File: config.mk
export PLATFORM = sky130hd
export DESIGN_NAME = sp_ram_arbiter
export DESIGN_NICKNAME = d
export VERILOG_FILES = /design/src/rtl/ram_arb_pkg.sv /design/src/rtl/rr_arb2.sv /design/src/rtl/sp_ram_arbiter.sv
export SDC_FILE = /design/constraint.sdc
export NUM_CORES = 1
export LEC_CHECK = 0
export ABC_AREA = 1
export CORE_ASPECT_RATIO = 1.1
export CORE_MARGIN = 5
export CORE_UTILIZATION = 36
export DETAILED_ROUTE_END_ITERATION = 16
export PLACE_DENSITY_LB_ADDON = 0.2
export SYNTH_ARGS = -nofsm -noshare
export SYNTH_HDL_FRONTEND = slang
export SYNTH_HIERARCHICAL = 1
export SYNTH_SLANG_ARGS = --single-unit
export TNS_END_PERCENT = 30
File: constraint.sdc
create_clock -name clk -period 3 [get_ports clk]
set_input_delay 0.6 -clock clk [delete_from_list [all_inputs] [get_ports clk]]
set_output_delay 0.6 -clock clk [all_outputs]
set_load 0.02 [all_outputs]
File: src/rtl/ram_arb_pkg.sv
// Shared definitions for the two-port single-port-RAM arbiter.
//   - FSM state encodings (ST_IDLE / ST_ACC / ST_RESP)
//   - Requester port identifiers (PORT0 / PORT1)
//   - RAM operation codes (OP_READ / OP_WRITE)
package ram_arb_pkg;

  typedef enum logic [1:0] {
    ST_IDLE = 2'd0,
    ST_ACC  = 2'd1,
    ST_RESP = 2'd2
  } state_e;

  localparam logic PORT0 = 1'b0;
  localparam logic PORT1 = 1'b1;

  localparam logic OP_READ  = 1'b0;
  localparam logic OP_WRITE = 1'b1;

endpackage

File: src/rtl/rr_arb2.sv
// Two-requester combinational arbiter.
// Ports:
//   req0, req1  in  : request lines
//   last_gnt    in  : port granted most recently
//   gnt_valid   out : at least one request present
//   gnt_id      out : winning port
// Build option: RAM_ARB_FIXED_PRIO_EN defined -> port 0 always wins contention and
// last_gnt is ignored; undefined (default) -> round-robin, the port other than last_gnt
// wins contention.
module rr_arb2
  import ram_arb_pkg::*;
(
  input  logic req0,
  input  logic req1,
  input  logic last_gnt,
  output logic gnt_valid,
  output logic gnt_id
);

  assign gnt_valid = req0 | req1;

`ifdef RAM_ARB_FIXED_PRIO_EN
  logic unused_last_gnt;
  assign unused_last_gnt = last_gnt;

  always_comb begin
    gnt_id = req0 ? PORT0 : PORT1;
  end
`else
  always_comb begin
    gnt_id = PORT0;
    if (req0 && req1) begin
      gnt_id = (last_gnt == PORT0) ? PORT1 : PORT0;
    end else if (req1) begin
      gnt_id = PORT1;
    end
  end
`endif

endmodule

File: src/rtl/sp_ram_arbiter.sv
// Shares one single-port RAM between two req/ack requesters, one access at a time.
// Each access takes three cycles: IDLE (arbitrate + latch), ACC (RAM access on the edge
// leaving ACC), RESP (ack pulse to the owner, read data presented).
// Ports:
//   clk, rst                     : clock, synchronous active-high reset
//   req0/wr_rdn0/addr0/w_data0   : port 0 request, op, address, write data
//   ack0                         : port 0 completion pulse
//   req1/wr_rdn1/addr1/w_data1   : port 1 equivalents, ack1
//   r_data                       : read data, meaningful only while an ack is high
//   busy                         : FSM not in IDLE
//   ram_wr_rdn/ram_addr/ram_w_data: registered RAM inputs
//   ram_r_data                   : RAM registered read data
// Build option: RAM_ARB_FIXED_PRIO_EN selects fixed priority (port 0 wins) in rr_arb2.
module sp_ram_arbiter
  import ram_arb_pkg::*;
#(
  parameter int unsigned DATA_WIDTH = 8,
  parameter int unsigned ADDR_WIDTH = 3
) (
  input  logic                  clk,
  input  logic                  rst,
  input  logic                  req0,
  input  logic                  wr_rdn0,
  input  logic [ADDR_WIDTH-1:0] addr0,
  input  logic [DATA_WIDTH-1:0] w_data0,
  output logic                  ack0,
  input  logic                  req1,
  input  logic                  wr_rdn1,
  input  logic [ADDR_WIDTH-1:0] addr1,
  input  logic [DATA_WIDTH-1:0] w_data1,
  output logic                  ack1,
  output logic [DATA_WIDTH-1:0] r_data,
  output logic                  busy,
  output logic                  ram_wr_rdn,
  output logic [ADDR_WIDTH-1:0] ram_addr,
  output logic [DATA_WIDTH-1:0] ram_w_data,
  input  logic [DATA_WIDTH-1:0] ram_r_data
);

  state_e                state_q, state_d;
  logic                  owner_q, owner_d;
  logic                  last_gnt_q, last_gnt_d;
  logic                  ram_wr_rdn_q, ram_wr_rdn_d;
  logic [ADDR_WIDTH-1:0] ram_addr_q, ram_addr_d;
  logic [DATA_WIDTH-1:0] ram_w_data_q, ram_w_data_d;

  logic gnt_valid;
  logic gnt_id;

  rr_arb2 u_arb (
    .req0     (req0),
    .req1     (req1),
    .last_gnt (last_gnt_q),
    .gnt_valid(gnt_valid),
    .gnt_id   (gnt_id)
  );

  // State register. The RAM itself has no reset, so a write sitting in ACC on the
  // reset edge still commits; only the arbiter's view is cleared.
  always_ff @(posedge clk) begin
    if (rst) begin
      state_q      <= ST_IDLE;
      owner_q      <= PORT0;
      last_gnt_q   <= PORT1;
      ram_wr_rdn_q <= OP_READ;
      ram_addr_q   <= '0;
      ram_w_data_q <= '0;
    end else begin
      state_q      <= state_d;
      owner_q      <= owner_d;
      last_gnt_q   <= last_gnt_d;
      ram_wr_rdn_q <= ram_wr_rdn_d;
      ram_addr_q   <= ram_addr_d;
      ram_w_data_q <= ram_w_data_d;
    end
  end

  // Next-state logic.
  always_comb begin
    state_d      = state_q;
    owner_d      = owner_q;
    last_gnt_d   = last_gnt_q;
    ram_wr_rdn_d = ram_wr_rdn_q;
    ram_addr_d   = ram_addr_q;
    ram_w_data_d = ram_w_data_q;
    case (state_q)
      ST_IDLE: begin
        if (gnt_valid) begin
          state_d    = ST_ACC;
          owner_d    = gnt_id;
          last_gnt_d = gnt_id;
          if (gnt_id == PORT1) begin
            ram_wr_rdn_d = wr_rdn1;
            ram_addr_d   = addr1;
            ram_w_data_d = w_data1;
          end else begin
            ram_wr_rdn_d = wr_rdn0;
            ram_addr_d   = addr0;
            ram_w_data_d = w_data0;
          end
        end
      end
      ST_ACC: begin
        state_d = ST_RESP;
        // RAM samples the write on this same edge, so dropping it here is safe.
        ram_wr_rdn_d = OP_READ;
      end
      ST_RESP: begin
        state_d = ST_IDLE;
      end
      default: begin
        state_d = ST_IDLE;
      end
    endcase
  end

  // Outputs.
  always_comb begin
    ack0       = (state_q == ST_RESP) && (owner_q == PORT0);
    ack1       = (state_q == ST_RESP) && (owner_q == PORT1);
    busy       = (state_q != ST_IDLE);
    r_data     = ram_r_data;
    ram_wr_rdn = ram_wr_rdn_q;
    ram_addr   = ram_addr_q;
    ram_w_data = ram_w_data_q;
  end

endmodule

==> flow_metrics.tcl, run 1 <==
set metrics [dict create \
    root_buffer "clkbuf_4" \
    wl_mm 2.14 \
    die_x_um 55.6 \
    setup_viol 0 \
    insertion_delay_ns 0.27 \
    grt_max_degree 17 \
    yosysTopAreaCell "dfxtp_1" \
    numCtsBuffers 3 \
    antenna_found_initial 0 \
    pwr_density_cell_mw_per_mm2 446 \
    final_cell_mix "clkdlybuf4s50_1 (42), nand2_1 (40), dfxtp_1 (16)" \
    cts_resized 0 \
    die_y_um 60.2 \
    crit_type "reg2out" \
    post_route_cells_drive_above_1_share_pct 3.87 \
    grt_pass1_wl_mm 3.64 \
    fin_tns_setup_ns 0 \
    overflow 0 \
    rsz0062_at_grt "no" \
    dr_total_vias 831 \
    pin_count 59 \
    antennaDiodeCount 0 \
    ant_nets 0 \
    final_common_cell "clkdlybuf4s50_1" \
    fmax_mhz 455 \
    multi_input_area_um2 383 \
    syn-num-nets 159 \
    hold_viol_final 0 \
    finalCritPeriodShare_pct 73.2 \
    slew_headroom_pct 67.8 \
    synthTopCellsByArea "dfxtp_1 (39%), nand2_1 (18%), buf_4 (8.2%), a21oi_1 (7.9%), nor2_1 (6.4%)" \
    clkSlewWorstSetupHoldPaths_ns 0.09 \
    gp_congestion 0.760 \
    slew_viol_final 0 \
    grt_usage_pct 13.6 \
    die-area_mm2 0.00334 \
    p_leak_nw 0.543 \
    dpl_worst_slack_ns 0.899 \
    num_rows 18 \
    peakVddDrop_v 0.000237 \
    postCtsSetupBuffers 0 \
    fill_cells 222 \
    syn_area_um2 823 \
    maxCapViolations 0 \
    seq_area_um2 320 \
    initial_core_util_pct 37.3 \
    hold_class "reg2reg" \
    syn_inst 123 \
    cp_max_fo 14 \
    synth_cell_type_count 17 \
    numPortBuffers 42 \
    design.core.area_mm2 0.00221 \
    hpwl_mm 1.67 \
    final_nets 193 \
    ys_seq_area_share_pct 38.9 \
    critPathLaunchType "flip-flop" \
    drt-initial-drc-count 15 \
    critPathRequiredTime_ns 2.40 \
    wire_per_inst_um 11.6 \
    drc 0 \
    avgSynthCellArea_um2 6.69 \
    cts_sinks 16 \
    ys_ff_latch 16 \
    cts_hold_buf 0 \
    worstMarginPinSlew_ns 0.482 \
    post_drt_via_cell_ratio 4.49 \
    grt_pass1_vias 800 \
    yosys_warnings 6 \
    period_needed_ns 2.20 \
    arrival_ns 1.60 \
    synth_top_area_share_pct 38.9 \
    first_pass_iters 3 \
    fin_skew_ns 0.000291 \
    htreeDepth 1 \
    setup_ws_ns 0.803 \
    syn_to_final_growth_pct 47.4 \
    clock_path_buffers 2 \
    cts_tree "built" \
    cp-end-kind "primary output" \
    status "complete, no violations" \
]
## worst paths after layout
check | slack (ns) | start | to | depth (start not counted)
hold reg to reg | 0.48 | last_gnt_q$_SDFFE_PP1P_ | last_gnt_q$_SDFFE_PP1P_ | 2
hold / removal | 0.48 | last_gnt_q$_SDFFE_PP1P_ | last_gnt_q$_SDFFE_PP1P_ | 2
setup / recovery | 0.80 | state_q[1]$_SDFFE_PP0P_ | busy | 3
setup reg to reg | 1.70 | last_gnt_q$_SDFFE_PP1P_ | ram_w_data[0]$_SDFFE_PP0P_ | 7
## logic make-up (layout without fill, tap and decap cells)
logic type	count (synthesis)	in the layout	synth area share, %
AOI/OAI and AO/OA	26	26	15.8
DFF	16	16	38.9
and+or+nand+nor	61	61	30.7
buffers and inverters	20	52	14.6
## power by group
group	leakage [nW]	internal, mW	total [mW]	switching, mW
Combinational	0.397	0.0933	0.187	0.0932
Sequential	0.133	0.236	0.249	0.0129
Clock	0.0138	0.0464	0.107	0.0603
Total	0.543	0.375	0.542	0.166
## routing by layer
metal / wire length (µm) / vias to the layer above / GRT usage (%)
met5: 0 / - / 0
met4: 30 / 0 / 6.60
met3: 136 / 6 / 3.67
met2: 1020 / 29 / 23.1
met1: 955 / 352 / 16.1
li1: - / 444 / -
## registers in the layout, indices dropped and copies added, names as in the netlist
name	flops
state_q	2
ram_w_data	8
ram_wr_rdn	1
last_gnt_q	1
ram_addr	3
owner_q	1
## worst max-delay path, cell delays in order (launching register included)
cell and delay [ns]:
dfxtp_1 0.37, nor2_4 0.34, inv_1 0.07, clkdlybuf4s50_1 0.54
## cell type report
type	instances	share of cell area, %
multi-input cells	87	31.5
flip-flops and latches	16	26.4
inverters	6	1.86
clock buffers	3	1.86
repair buffers	43	35.3
well taps	30	3.09
## cells in the mapped netlist
library cell  count
clkbuf_1          1
or2_1             1
o21ai_0           7
nor2_1           14
buf_2             3
nand3_1           2
and3_1            1
buf_6             1
nand2_4           1
dfxtp_1          16
nand2_1          40
o21ai_1           6
a21oi_1          13
buf_4             9
nor3_1            1
inv_1             6
nor2_4            1
## per-stage QoR
stage / hold WS (ns) / instances / instance area (µm²) / total power, mW / util, %
final: 0.479 / 185 / 1210 / 0.542 / 55.0
after global routing: 0.504 / 185 / 1210 / 0.581 / 55.0
after CTS: 0.474 / 185 / 1210 / 0.548 / 55.0
after detailed placement: 0.451 / 182 / 1190 / 0.441 / 54.0
after global placement: 0.441 / 182 / 1190 / 0.438 / 54.0
after floorplan: 0.429 / 123 / 823 / 0.370 / -
(Power assumes the default switching activity.)
==> inputs of run 2 (changes only) <==
Settings changed: CORE_UTILIZATION 36 to 30.
Clock period 3 ns to 2 ns, I/O delays scaled along.
==> run 2 against run 1 <==
  * Via count rose by 3.4%
  * Global-route usage fell by 2.3 points
  * Routed wire length fell by 0.98%
  * Clock-buffer cell count rose by 1
  * Sequential power rose by 50%
  * Worst setup slack got worse by 0.69 ns
  * Die area rose by 16%
==> flow_metrics.tcl, run 2 (same netlist as run 1, synthesis figures left out) <==
set metrics [dict create \
    path_delay_family "buffers and inverters" \
    post_drt_via_cell_ratio 4.50 \
    hold_class "reg2reg" \
    dr_total_vias 859 \
    cp-end-kind "primary output" \
    p_leak_nw 0.560 \
    root_buffer "clkbuf_4" \
    rsz0062_at_grt "no" \
    peakVddDrop_v 0.000297 \
    cp_cell_sequence "inv_1, and3_1, clkdlybuf4s50_1" \
    period_needed_ns 1.88 \
    fin_tns_setup_ns 0 \
    antennaDiodeCount 0 \
    grt_pass1_vias 847 \
    drt-initial-drc-count 18 \
    pin_count 59 \
    multi_input_area_um2 383 \
    worstMarginPinSlew_ns 0.362 \
    pwr_density_cell_mw_per_mm2 697 \
    post-route-util_pct 46.2 \
    final_area_mm2 0.00125 \
    cts_sinks 16 \
    status "complete, no violations" \
    seq_area_um2 322 \
    overflow 0 \
    antenna_found_initial 0 \
    first_pass_iters 4 \
    htreeDepth 1 \
    critPathLaunchType "flip-flop" \
    fill_cells 301 \
    post_route_cells_drive_above_1_share_pct 6.33 \
    rr_startpoint "last_gnt_q$_SDFFE_PP1P_" \
    num_rows 20 \
    finalCritPeriodShare_pct 94.1 \
    numCtsBuffers 3 \
    numPortBuffers 42 \
    setup_viol 0 \
    cts_hold_buf 0 \
    min_from "last_gnt_q$_SDFFE_PP1P_" \
    fin_skew_ns 0.00429 \
    die_x_um 60.0 \
    die_y_um 64.9 \
    critPathRequiredTime_ns 1.60 \
    cp_max_fo 4 \
    hold_viol_final 0 \
    hpwl_mm 1.59 \
    postPlaceCellArea_mm2 0.00121 \
    arrival_ns 1.48 \
    gp_congestion 0.678 \
    final_cell_mix "clkdlybuf4s50_1 (42), nand2_1 (40), dfxtp_1 (15)" \
    wl_mm 2.12 \
    cts_resized 0 \
    postCtsSetupBuffers 0 \
    maxCapViolations 0 \
    insertion_delay_ns 0.28 \
    grt_max_degree 17 \
    wire_per_inst_um 11.1 \
    syn_to_final_growth_pct 51.5 \
    crit_type "reg2out" \
    largest_reg_flops 8 \
    grt_pass1_wl_mm 3.46 \
    grt_usage_pct 11.4 \
    design.core.area_mm2 0.00270 \
    slew_viol_final 0 \
    die-area_mm2 0.00389 \
    initial_core_util_pct 30.5 \
    slew_headroom_pct 75.9 \
    cts_tree "built" \
    max_stage_delay_ns 0.60 \
    crit_start "state_q[0]$_SDFFE_PP0P_" \
    ant_nets 0 \
    drc 0 \
    clock_path_buffers 2 \
    crit_path_top_delay_cell "clkdlybuf4s50_1" \
    final_nets 195 \
    critPathBufInv 2 \
    fmax_mhz 531 \
    clkSlewWorstSetupHoldPaths_ns 0.09 \
    final_common_cell "clkdlybuf4s50_1" \
    worst_hold_slack_ns 0.482 \
]
run 2: cell count changes in the layout (fill, tap and decap cells not counted), sizes merged:
cell,before,now
buf,1,3
clkbuf,3,4
run 2: layout make-up:
| class | count | share of cell area (%) |
|---|---|---|
| multi-input combinational | 87 | 30.7 |
| tap | 33 | 3.31 |
| clock buffer | 4 | 2.91 |
| timing repair buffer | 45 | 35.5 |
| sequential | 16 | 25.8 |
| inverter | 6 | 1.81 |
run 2: final timing paths:
check | to | slack, ns | cells past startpoint
max | ack1 | 0.12 | 3
min | last_gnt_q$_SDFFE_PP1P_ | 0.48 | 2
max reg2reg | ram_w_data[2]$_SDFFE_PP0P_ | 0.82 | 6
min reg2reg | last_gnt_q$_SDFFE_PP1P_ | 0.48 | 2
run 2: tightest hold or removal path, cell delays in order (launching register included):
cell	delay, ns
dfxtp_1	0.34
nand2_1	0.05
nand3_1	0.06
run 2: layer usage:
layer  wire [µm]  GRT usage [%]
met3         150          0.797
met4          27           6.65
met1         902           14.0
met5           0              0
met2        1040           18.9
run 2: power by group:
group | internal [mW] | switching [mW] | total (mW)
logic | 0.144 | 0.141 | 0.285
clock network | 0.111 | 0.101 | 0.211
registers | 0.354 | 0.0192 | 0.373
run 2: metrics by stage:
step                instances  power, mW  setup WS, ns
finish                    191      0.869         0.118
global route              191      0.927       0.00846
CTS                       191      0.881        0.0795
detailed placement        187      0.668         0.229
global placement          187      0.664         0.276
floorplan                 123      0.555         0.707
==> inputs of run 3 (changes only) <==
Settings changed: CORE_MARGIN 5 to unset.
==> run 3 against run 2 <==
  * Final area shrank 1.3%
  * Worst setup slack gained 0.017 ns
  * Routed wire length shrank 9.3%
  * Largest power group unchanged
==> flow_metrics.tcl, run 3 (same netlist as run 1, synthesis figures left out) <==
set metrics [dict create \
    hold_class "reg2reg" \
    post_drt_via_cell_ratio 4.43 \
    combPwrFrac_pct 34.5 \
    cp-end-kind "primary output" \
    numCtsBuffers 3 \
    stdcell_count 188 \
    status "complete, no violations" \
    final_common_cell "clkdlybuf4s50_1" \
    insertion_delay_ns 0.27 \
    pin_count 59 \
    cp_max_fo 4 \
    crit_type "reg2out" \
    fin_tns_setup_ns 0 \
    post_route_cells_drive_above_1_share_pct 5.73 \
    ant_nets 0 \
    dr_total_vias 833 \
    hpwl_mm 1.46 \
    worstMarginPinSlew_ns 0.363 \
    cts_resized 0 \
    syn_to_final_growth_pct 49.5 \
    slew_viol_final 0 \
    finalPower_uw 820 \
    antenna_found_initial 0 \
    cts_sinks 16 \
    slew_headroom_pct 75.8 \
    drc 0 \
    clock_path_buffers 2 \
    maxCapViolations 0 \
    fmax_mhz 536 \
    overflow 0 \
    peakVddDrop_v 0.000278 \
    setup_viol 0 \
    wl_mm 1.93 \
    grt_usage_pct 14.5 \
    wire_per_inst_um 10.2 \
    p_clk_share_pct 20.0 \
    grt_pass1_vias 757 \
    finalCritPeriodShare_pct 93.3 \
    numPortBuffers 42 \
    grt_max_degree 17 \
    drt-initial-drc-count 8 \
    critPathLaunchType "flip-flop" \
    power.switching_uw 252 \
    first_pass_iters 4 \
    grt_pass1_wl_mm 3.25 \
    arrival_ns 1.47 \
    internal_power_uw 568 \
    largest_reg_flops 8 \
    root_buffer "clkbuf_4" \
    critPathRequiredTime_ns 1.60 \
    postCtsSetupBuffers 0 \
    design.core.area_mm2 0.00254 \
    die_x_um 52.0 \
    p_leak_nw 0.553 \
    final_cell_mix "clkdlybuf4s50_1 (42), nand2_1 (40), dfxtp_1 (15)" \
    cts_hold_buf 0 \
    die_y_um 56.9 \
    htreeDepth 1 \
    antennaDiodeCount 0 \
    period_needed_ns 1.87 \
    dp_cells 185 \
    rsz0062_at_grt "no" \
    clkSlewWorstSetupHoldPaths_ns 0.09 \
    fin_skew_ns 0.00191 \
    cts_tree "built" \
    pwr_density_cell_mw_per_mm2 666 \
    sw_frac_of_total_pct 30.8 \
    power_frac_seq_pct 45.5 \
    final_nets 195 \
    die-area_mm2 0.00296 \
    hold_viol_final 0 \
    gp_congestion 0.790 \
    num_rows 19 \
    initial_core_util_pct 32.4 \
]
## run 3: final cells by class
type,count,area (µm²)
Inverter,6,22.5
Sequential cell,16,322
Multi-Input combinational cell,87,383
Tap cell,31,38.8
Timing Repair Buffer,45,443
Clock buffer,3,22.5
Fill cell,279,1310
## run 3: path summary, 6_finish.rpt
kind | from | endpoint | cells past startpoint | slack (ns)
setup / recovery | state_q[0]$_SDFFE_PP0P_ | ack1 | 3 | 0.13
hold / removal | last_gnt_q$_SDFFE_PP1P_ | last_gnt_q$_SDFFE_PP1P_ | 2 | 0.47
setup reg to reg | last_gnt_q$_SDFFE_PP1P_ | ram_w_data[2]$_SDFFE_PP0P_ | 6 | 0.82
hold reg to reg | last_gnt_q$_SDFFE_PP1P_ | last_gnt_q$_SDFFE_PP1P_ | 2 | 0.47
## run 3: routing by layer
| metal | track usage [%] | part of all wire [%] | wire length, µm | vias up |
|---|---|---|---|---|
| li1 | - | - | - | 450 |
| met1 | 15.9 | 41 | 788 | 356 |
| met2 | 26.4 | 52 | 1000 | 25 |
| met3 | 1.33 | 5.6 | 107 | 2 |
| met4 | 8.49 | 1.4 | 27 | 0 |
| met5 | 0 | 0 | 0 | - |
## run 3: worst max-delay path, stage by stage, from the launching register on
cell,delay (ns)
dfxtp_1,0.34
inv_1,0.10
and3_1,0.15
clkdlybuf4s50_1,0.60
## run 3: stage by stage
stage / hold slack, ns / area [µm²] / setup slack [ns] / utilization, %
floorplan: 0.429 / 823 / 0.707 / -
global placement: 0.444 / 1210 / 0.266 / 47.5
detailed placement: 0.456 / 1210 / 0.229 / 47.5
CTS: 0.476 / 1230 / 0.0979 / 48.4
global route: 0.493 / 1230 / 0.0185 / 48.4
finish: 0.474 / 1230 / 0.135 / 48.4
## run 3: power by group through the flow
stage          clock network, mW  registers (mW)  logic [mW]
3_3_place_gp                   0           0.380       0.283
6_report                   0.164           0.373       0.283
4_1_cts                    0.170           0.374       0.286
5_1_grt                    0.187           0.378       0.311
2_1_floorplan                  0           0.413       0.142
3_5_place_dp                   0           0.381       0.286
